$ cat src/rtl/mdu_pkg.sv
// Shared MDU definitions: divider FSM states, MULT/DIV alucontrol codes,
// and iteration-counter sizing.
package mdu_pkg;

   typedef enum logic [2:0] {
      DIV_IDLE,
      DIV_PREP,
      DIV_CALC,
      DIV_FIX,
      DIV_DONE
   } div_state_t;

   localparam logic [5:0] ALU_MULT  = 6'h18;
   localparam logic [5:0] ALU_MULTU = 6'h19;
   localparam logic [5:0] ALU_DIV   = 6'h1a;
   localparam logic [5:0] ALU_DIVU  = 6'h1b;

   localparam int DIV_WIDTH = 32;
   localparam int CNT_W     = $clog2(DIV_WIDTH + 1);

   function automatic int cnt_width(input int w);
      return $clog2(w + 1);
   endfunction

endpackage

$ cat src/rtl/mdu_div_step.sv
// One restoring-division iteration: shift {rem,quo} left and trial-subtract.
// Pure combinational so a radix-4 build can chain two per cycle.
module mdu_div_step
   import mdu_pkg::*;
#(
   parameter int WIDTH = 32
) (
   input  logic [WIDTH-1:0] rem,
   input  logic [WIDTH-1:0] quo,
   input  logic [WIDTH-1:0] divisor,
   output logic [WIDTH-1:0] rem_next,
   output logic [WIDTH-1:0] quo_next
);

   logic [WIDTH:0]   shifted;
   logic [WIDTH+1:0] diff;
   logic             unused_msb;

   assign shifted = {rem, quo[WIDTH-1]};
   assign diff    = {1'b0, shifted} - {2'b00, divisor};

   // rem < divisor always holds, so a kept difference fits in WIDTH bits
   assign unused_msb = diff[WIDTH];

   always_comb begin
      rem_next = shifted[WIDTH-1:0];
      quo_next = {quo[WIDTH-2:0], 1'b0};
      if (!diff[WIDTH+1]) begin
         rem_next = diff[WIDTH-1:0];
         quo_next = {quo[WIDTH-2:0], 1'b1};
      end
   end

endmodule

$ cat src/rtl/mdu_div.sv
// Iterative restoring divider behind the EXE div_start/div_ready handshake.
// Signed/unsigned per request, divide-by-zero early-out, cancel on flush.
module mdu_div
   import mdu_pkg::*;
#(
   parameter int WIDTH      = 32,
   parameter bit ZERO_EARLY = 1'b1
) (
   input  logic             clk,
   input  logic             rst,
   input  logic             start_i,
   input  logic             signed_i,
   input  logic             cancel_i,
   input  logic [WIDTH-1:0] dividend_i,
   input  logic [WIDTH-1:0] divisor_i,
   output logic             busy_o,
   output logic             ready_o,
   output logic [WIDTH-1:0] quotient_o,
   output logic [WIDTH-1:0] remainder_o,
   output logic             div_zero_o
);

   localparam int CW = cnt_width(WIDTH);

   div_state_t       state;
   logic [CW-1:0]    cnt;
   logic [WIDTH-1:0] a_q;
   logic [WIDTH-1:0] b_q;
   logic             sgn;
   logic [WIDTH-1:0] rem;
   logic [WIDTH-1:0] quo;
   logic [WIDTH-1:0] dvs;
   logic             neg_q;
   logic             neg_r;
   logic             dz;
   logic [WIDTH-1:0] rem_nx;
   logic [WIDTH-1:0] quo_nx;
   logic             a_neg;
   logic             b_neg;
   logic [WIDTH-1:0] a_mag;
   logic [WIDTH-1:0] b_mag;

   // magnitude of the most-negative value is exact as unsigned WIDTH
   assign a_neg = sgn & a_q[WIDTH-1];
   assign b_neg = sgn & b_q[WIDTH-1];
   assign a_mag = a_neg ? -a_q : a_q;
   assign b_mag = b_neg ? -b_q : b_q;

   mdu_div_step #(.WIDTH(WIDTH)) u_step (
      .rem      (rem),
      .quo      (quo),
      .divisor  (dvs),
      .rem_next (rem_nx),
      .quo_next (quo_nx)
   );

   always_ff @(posedge clk) begin
      if (rst) begin
         state       <= DIV_IDLE;
         cnt         <= '0;
         a_q         <= '0;
         b_q         <= '0;
         sgn         <= 1'b0;
         rem         <= '0;
         quo         <= '0;
         dvs         <= '0;
         neg_q       <= 1'b0;
         neg_r       <= 1'b0;
         dz          <= 1'b0;
         busy_o      <= 1'b0;
         ready_o     <= 1'b0;
         quotient_o  <= '0;
         remainder_o <= '0;
         div_zero_o  <= 1'b0;
      end else if (cancel_i && state != DIV_IDLE) begin
         state   <= DIV_IDLE;
         busy_o  <= 1'b0;
         ready_o <= 1'b0;
      end else begin
         unique case (state)
            DIV_IDLE: begin
               ready_o <= 1'b0;
               if (start_i && !cancel_i) begin
                  a_q    <= dividend_i;
                  b_q    <= divisor_i;
                  sgn    <= signed_i;
                  busy_o <= 1'b1;
                  state  <= DIV_PREP;
               end
            end
            DIV_PREP: begin
               rem   <= '0;
               quo   <= a_mag;
               dvs   <= b_mag;
               neg_q <= a_neg ^ b_neg;
               neg_r <= a_neg;
               dz    <= (b_q == '0);
               cnt   <= CW'(WIDTH);
               if (b_q == '0 && ZERO_EARLY) begin
                  quotient_o  <= '1;
                  remainder_o <= a_q;
                  div_zero_o  <= 1'b1;
                  ready_o     <= 1'b1;
                  state       <= DIV_DONE;
               end else begin
                  state <= DIV_CALC;
               end
            end
            DIV_CALC: begin
               rem <= rem_nx;
               quo <= quo_nx;
               cnt <= cnt - CW'(1);
               if (cnt == CW'(1)) state <= DIV_FIX;
            end
            DIV_FIX: begin
               // a zero divisor reports raw operands, no sign fix
               if (dz) begin
                  quotient_o  <= '1;
                  remainder_o <= a_q;
               end else begin
                  quotient_o  <= neg_q ? -quo : quo;
                  remainder_o <= neg_r ? -rem : rem;
               end
               div_zero_o <= dz;
               ready_o    <= 1'b1;
               state      <= DIV_DONE;
            end
            DIV_DONE: begin
               ready_o <= 1'b0;
               busy_o  <= 1'b0;
               state   <= DIV_IDLE;
            end
            default: begin
               ready_o <= 1'b0;
               busy_o  <= 1'b0;
               state   <= DIV_IDLE;
            end
         endcase
      end
   end

endmodule

$ cat config.mk
export PLATFORM = sky130hd
export DESIGN_NAME = mdu_div
export DESIGN_NICKNAME = d
export VERILOG_FILES = /design/src/rtl/mdu_pkg.sv /design/src/rtl/mdu_div_step.sv /design/src/rtl/mdu_div.sv
export SDC_FILE = /design/constraint.sdc
export NUM_CORES = 1
export LEC_CHECK = 0
export BUFFER_PORTS_ARGS = -buffer_cell sky130_fd_sc_hd__buf_4
export CAP_MARGIN = 20
export CORE_ASPECT_RATIO = 1.1
export CORE_UTILIZATION = 58
export CTS_BUF_LIST = sky130_fd_sc_hd__clkbuf_4 sky130_fd_sc_hd__clkbuf_8
export CTS_CLUSTER_SIZE = 20
export DETAILED_ROUTE_END_ITERATION = 8
export PLACE_DENSITY = 0.79
export SLEW_MARGIN = 30
export SYNTH_ARGS = -nofsm -noshare
export SYNTH_HDL_FRONTEND = slang
export SYNTH_SLANG_ARGS = --single-unit
$ cat constraint.sdc
create_clock -name clk -period 4.21 [get_ports clk]
set_clock_uncertainty 0.15 [all_clocks]
set_input_delay 0.421 -clock clk [delete_from_list [all_inputs] [get_ports clk]]
set_output_delay 0.421 -clock clk [all_outputs]
set_load 0.1 [all_outputs]
==> summary.txt <==
outcome: finished clean
row count: 58
fmax: 291 MHz
synth-to-layout area growth: 20.1%
Util after Layout: 70.9%
crit start category: flop
Sink Count: 240
Post-Layout Cell Count: 2239
worst setup slack after layout: 778 ps
worst skew pair latency: 560 ps
die width: 147 µm
DR vias: 13433
first-pass GRT wire length: 63500 µm
Max stage delay on crit path: 600 ps
fin crit period: 3430 ps
number of hold violations in the final report: 0
DR WL/cell: 17.7 µm
fin crit share: 81.5%
Post-Place Worst Slack: 879 ps
Clock Pin Slew Worst Setup and Hold Paths: 60 ps
Worst R2R Path Depth: 10
Ant. Diodes: 0
Slew headroom: 46.5%
IO buf count: 135
PD cells: 358 nW/µm²
drt first pass iters: 5
Routed WL: 39700 µm
Crit-path slowest cell: a31o_2
HP Class: in2reg
Starting Density: 59.0%
Die ar.: 23800 µm²
FF-to-FF End: rem[0]
Post-DP HPWL: 26700 µm
Peak VDD IR: 0.274 mV
initial antenna violation count: 0
fraction of layout cells with a size suffix above 1: 12.8%
number of setup buffers added after CTS: 0
sequential-to-total area share from yosys stat: 35.7%
most common cell after layout, fill and taps aside: nand2_1
met2 Track Usage GR: 56.9%
DR vias/cell: 6.00
setup TNS: 0 ps
Placed Cells incl. Taps: 2100
Boundary Pins: 136
r2r startpoint: rem[2]
grt met3 use: 4.52%
fillers: 1847
RSZ-0062 raised after global routing: no
post-CTS resize count: 0
Final #Nets: 2017
Critical Path Most Common Cell: o21ai_0
TritonCTS clock tree: done
final setup fails: 0
max-slew violations: 0
R2R Setup Slk: 780 ps
Remaining DRCs: 0
Mapped Cells: 1773
Crit path required time: 4500 ps
Main synth FF type: dfxtp_1
CP Class: reg2reg
HP Start: start_i
WHS Endpoint: state[0]
CTS Buf Count: 42
DIE HEIGHT: 162 µm
GR met1 Demand/Resource: 38.0%
synthesis warning total: 0
CTS Root Cell: clkbuf_8
Critical Path AT: 3720 ps
distinct cell type count after synthesis: 62
asr flop ratio synth: 0%
cell-by-cell trace of the critical path: ha_1 > o21ai_0 > a21oi_1 > o21a_1 > o21ai_0 > o21ai_0 > a21o_1 > a31o_2 > mux2i_1 > a22o_1
Hold Slack: 45.9 ps
GRT Residual Overflow: 0
H-tree level count: 2
Total Routing Usage GR: 32.8%
Starting DRT DRC Count: 1062
pin count of the biggest net entering global routing: 109
flops & latches, synth: 240
GRT busiest layer: met2
crit-path max FO: 27
CTS max path bufs: 3
worst hold path depth: 3
core area: 22800 µm²
Static Leak: 6.30 nW
commonest cells after routing, fill and taps aside: nand2_1, dfxtp_1, a21oi_1
syn_nets: 1881
routability congestion estimate: 0.929
Mapped Area: 13400 µm²
Post-synth EDFFs: 0
slew at the pin closest to its max-slew limit: 795 ps
number of global-route vias before repair: 12754
syn avg cell area: 7.58 µm²
Final ANT Viol Nets: 0
Critical Path End Type: flop
Max Cap Viol: 0
## worst max-delay path, delay by kind of cell, from the launching register on
kind	cells	cell delay [ps]
AOI/OAI and AO/OA	8	2190
adders and majority gates	1	390
DFF	1	390
muxes	1	190
## metrics by stage
stage / power (mW) / area (µm²)
floorplan: 3.11 / 13400
global placement: 3.36 / 14500
detailed placement: 3.37 / 14500
CTS: 5.79 / 16200
global route: 6.02 / 16200
finish: 5.79 / 16200
## worst max-delay path by stage
stage | cells after the start | end | slack, ps | from
2_1_floorplan | 9 | remainder_o[31] | 1080 | rem[10]
3_3_place_gp | 9 | remainder_o[31] | 960 | rem[10]
3_5_place_dp | 10 | quotient_o[22] | 880 | b_q[14]
4_1_cts | 10 | quotient_o[4] | 830 | b_q[14]
5_1_grt | 10 | quotient_o[14] | 470 | b_q[10]
6_report | 10 | rem[0] | 780 | rem[2]
## cell families after synthesis
kind of cell / count (synthesis) / share of synthesized area, %
and+or+nand+nor: 676 / 22.2
xor gates and xnor gates: 147 / 9.57
DFF: 240 / 35.7
adders and majority gates: 39 / 3.68
muxes: 5 / 0.381
buffers and inverters: 180 / 5.13
AOI/OAI and AO/OA: 486 / 23.3
## cell usage after synthesis (37+ instances only)
master / count / share of area, %
nand3_1: 72 / 2.7
a21oi_1: 176 / 6.6
nor2_1: 166 / 4.6
xnor2_1: 48 / 3.1
inv_1: 56 / 1.6
a311oi_1: 37 / 2.4
ha_1: 38 / 3.5
xor2_1: 99 / 6.4
o21ai_0: 72 / 2.7
clkbuf_1: 104 / 2.9
a211oi_1: 49 / 2.7
dfxtp_1: 240 / 36
nand2_1: 305 / 8.5
nor3_1: 37 / 1.4
## state kept, by name, summed over array words and instances, names as in the netlist
name	flops
div_zero_o	1
quo	32
state	3
dvs	32
dz	1
b_q	32
busy_o	1
cnt	6
a_q	32
remainder_o	32
neg_q	1
neg_r	1
sgn	1
quotient_o	32
rem	32
ready_o	1
## what timing repair did
item / in CTS / in global routing
hold buffers: 65 / 0
hold endpoints to repair: 65 / 0
setup endpoints to repair: 0 / 0
## cell type report
class,instances,area [µm²],share of cell area [%]
inverters,56,210,1.30
flip-flops and latches,240,4810,29.8
multi-input cells,1353,8000,49.5
well taps,300,375,2.32
repair buffers,216,1800,11.2
clock inverters,9,111,0.689
clock buffers,65,845,5.23
## metal layers
metal	part of all wire (%)	vias to the layer above
met5	0	-
met3	5.0	133
met2	49	490
met4	6.2	0
met1	40	6276
li1	-	6534
## power breakdown
part	switching (mW)	internal, mW	total (mW)
Clock	0.984	1.41	2.39
Combinational	0.611	0.377	0.987
Sequential	0.0802	2.33	2.41
(Power assumes the default switching activity.)
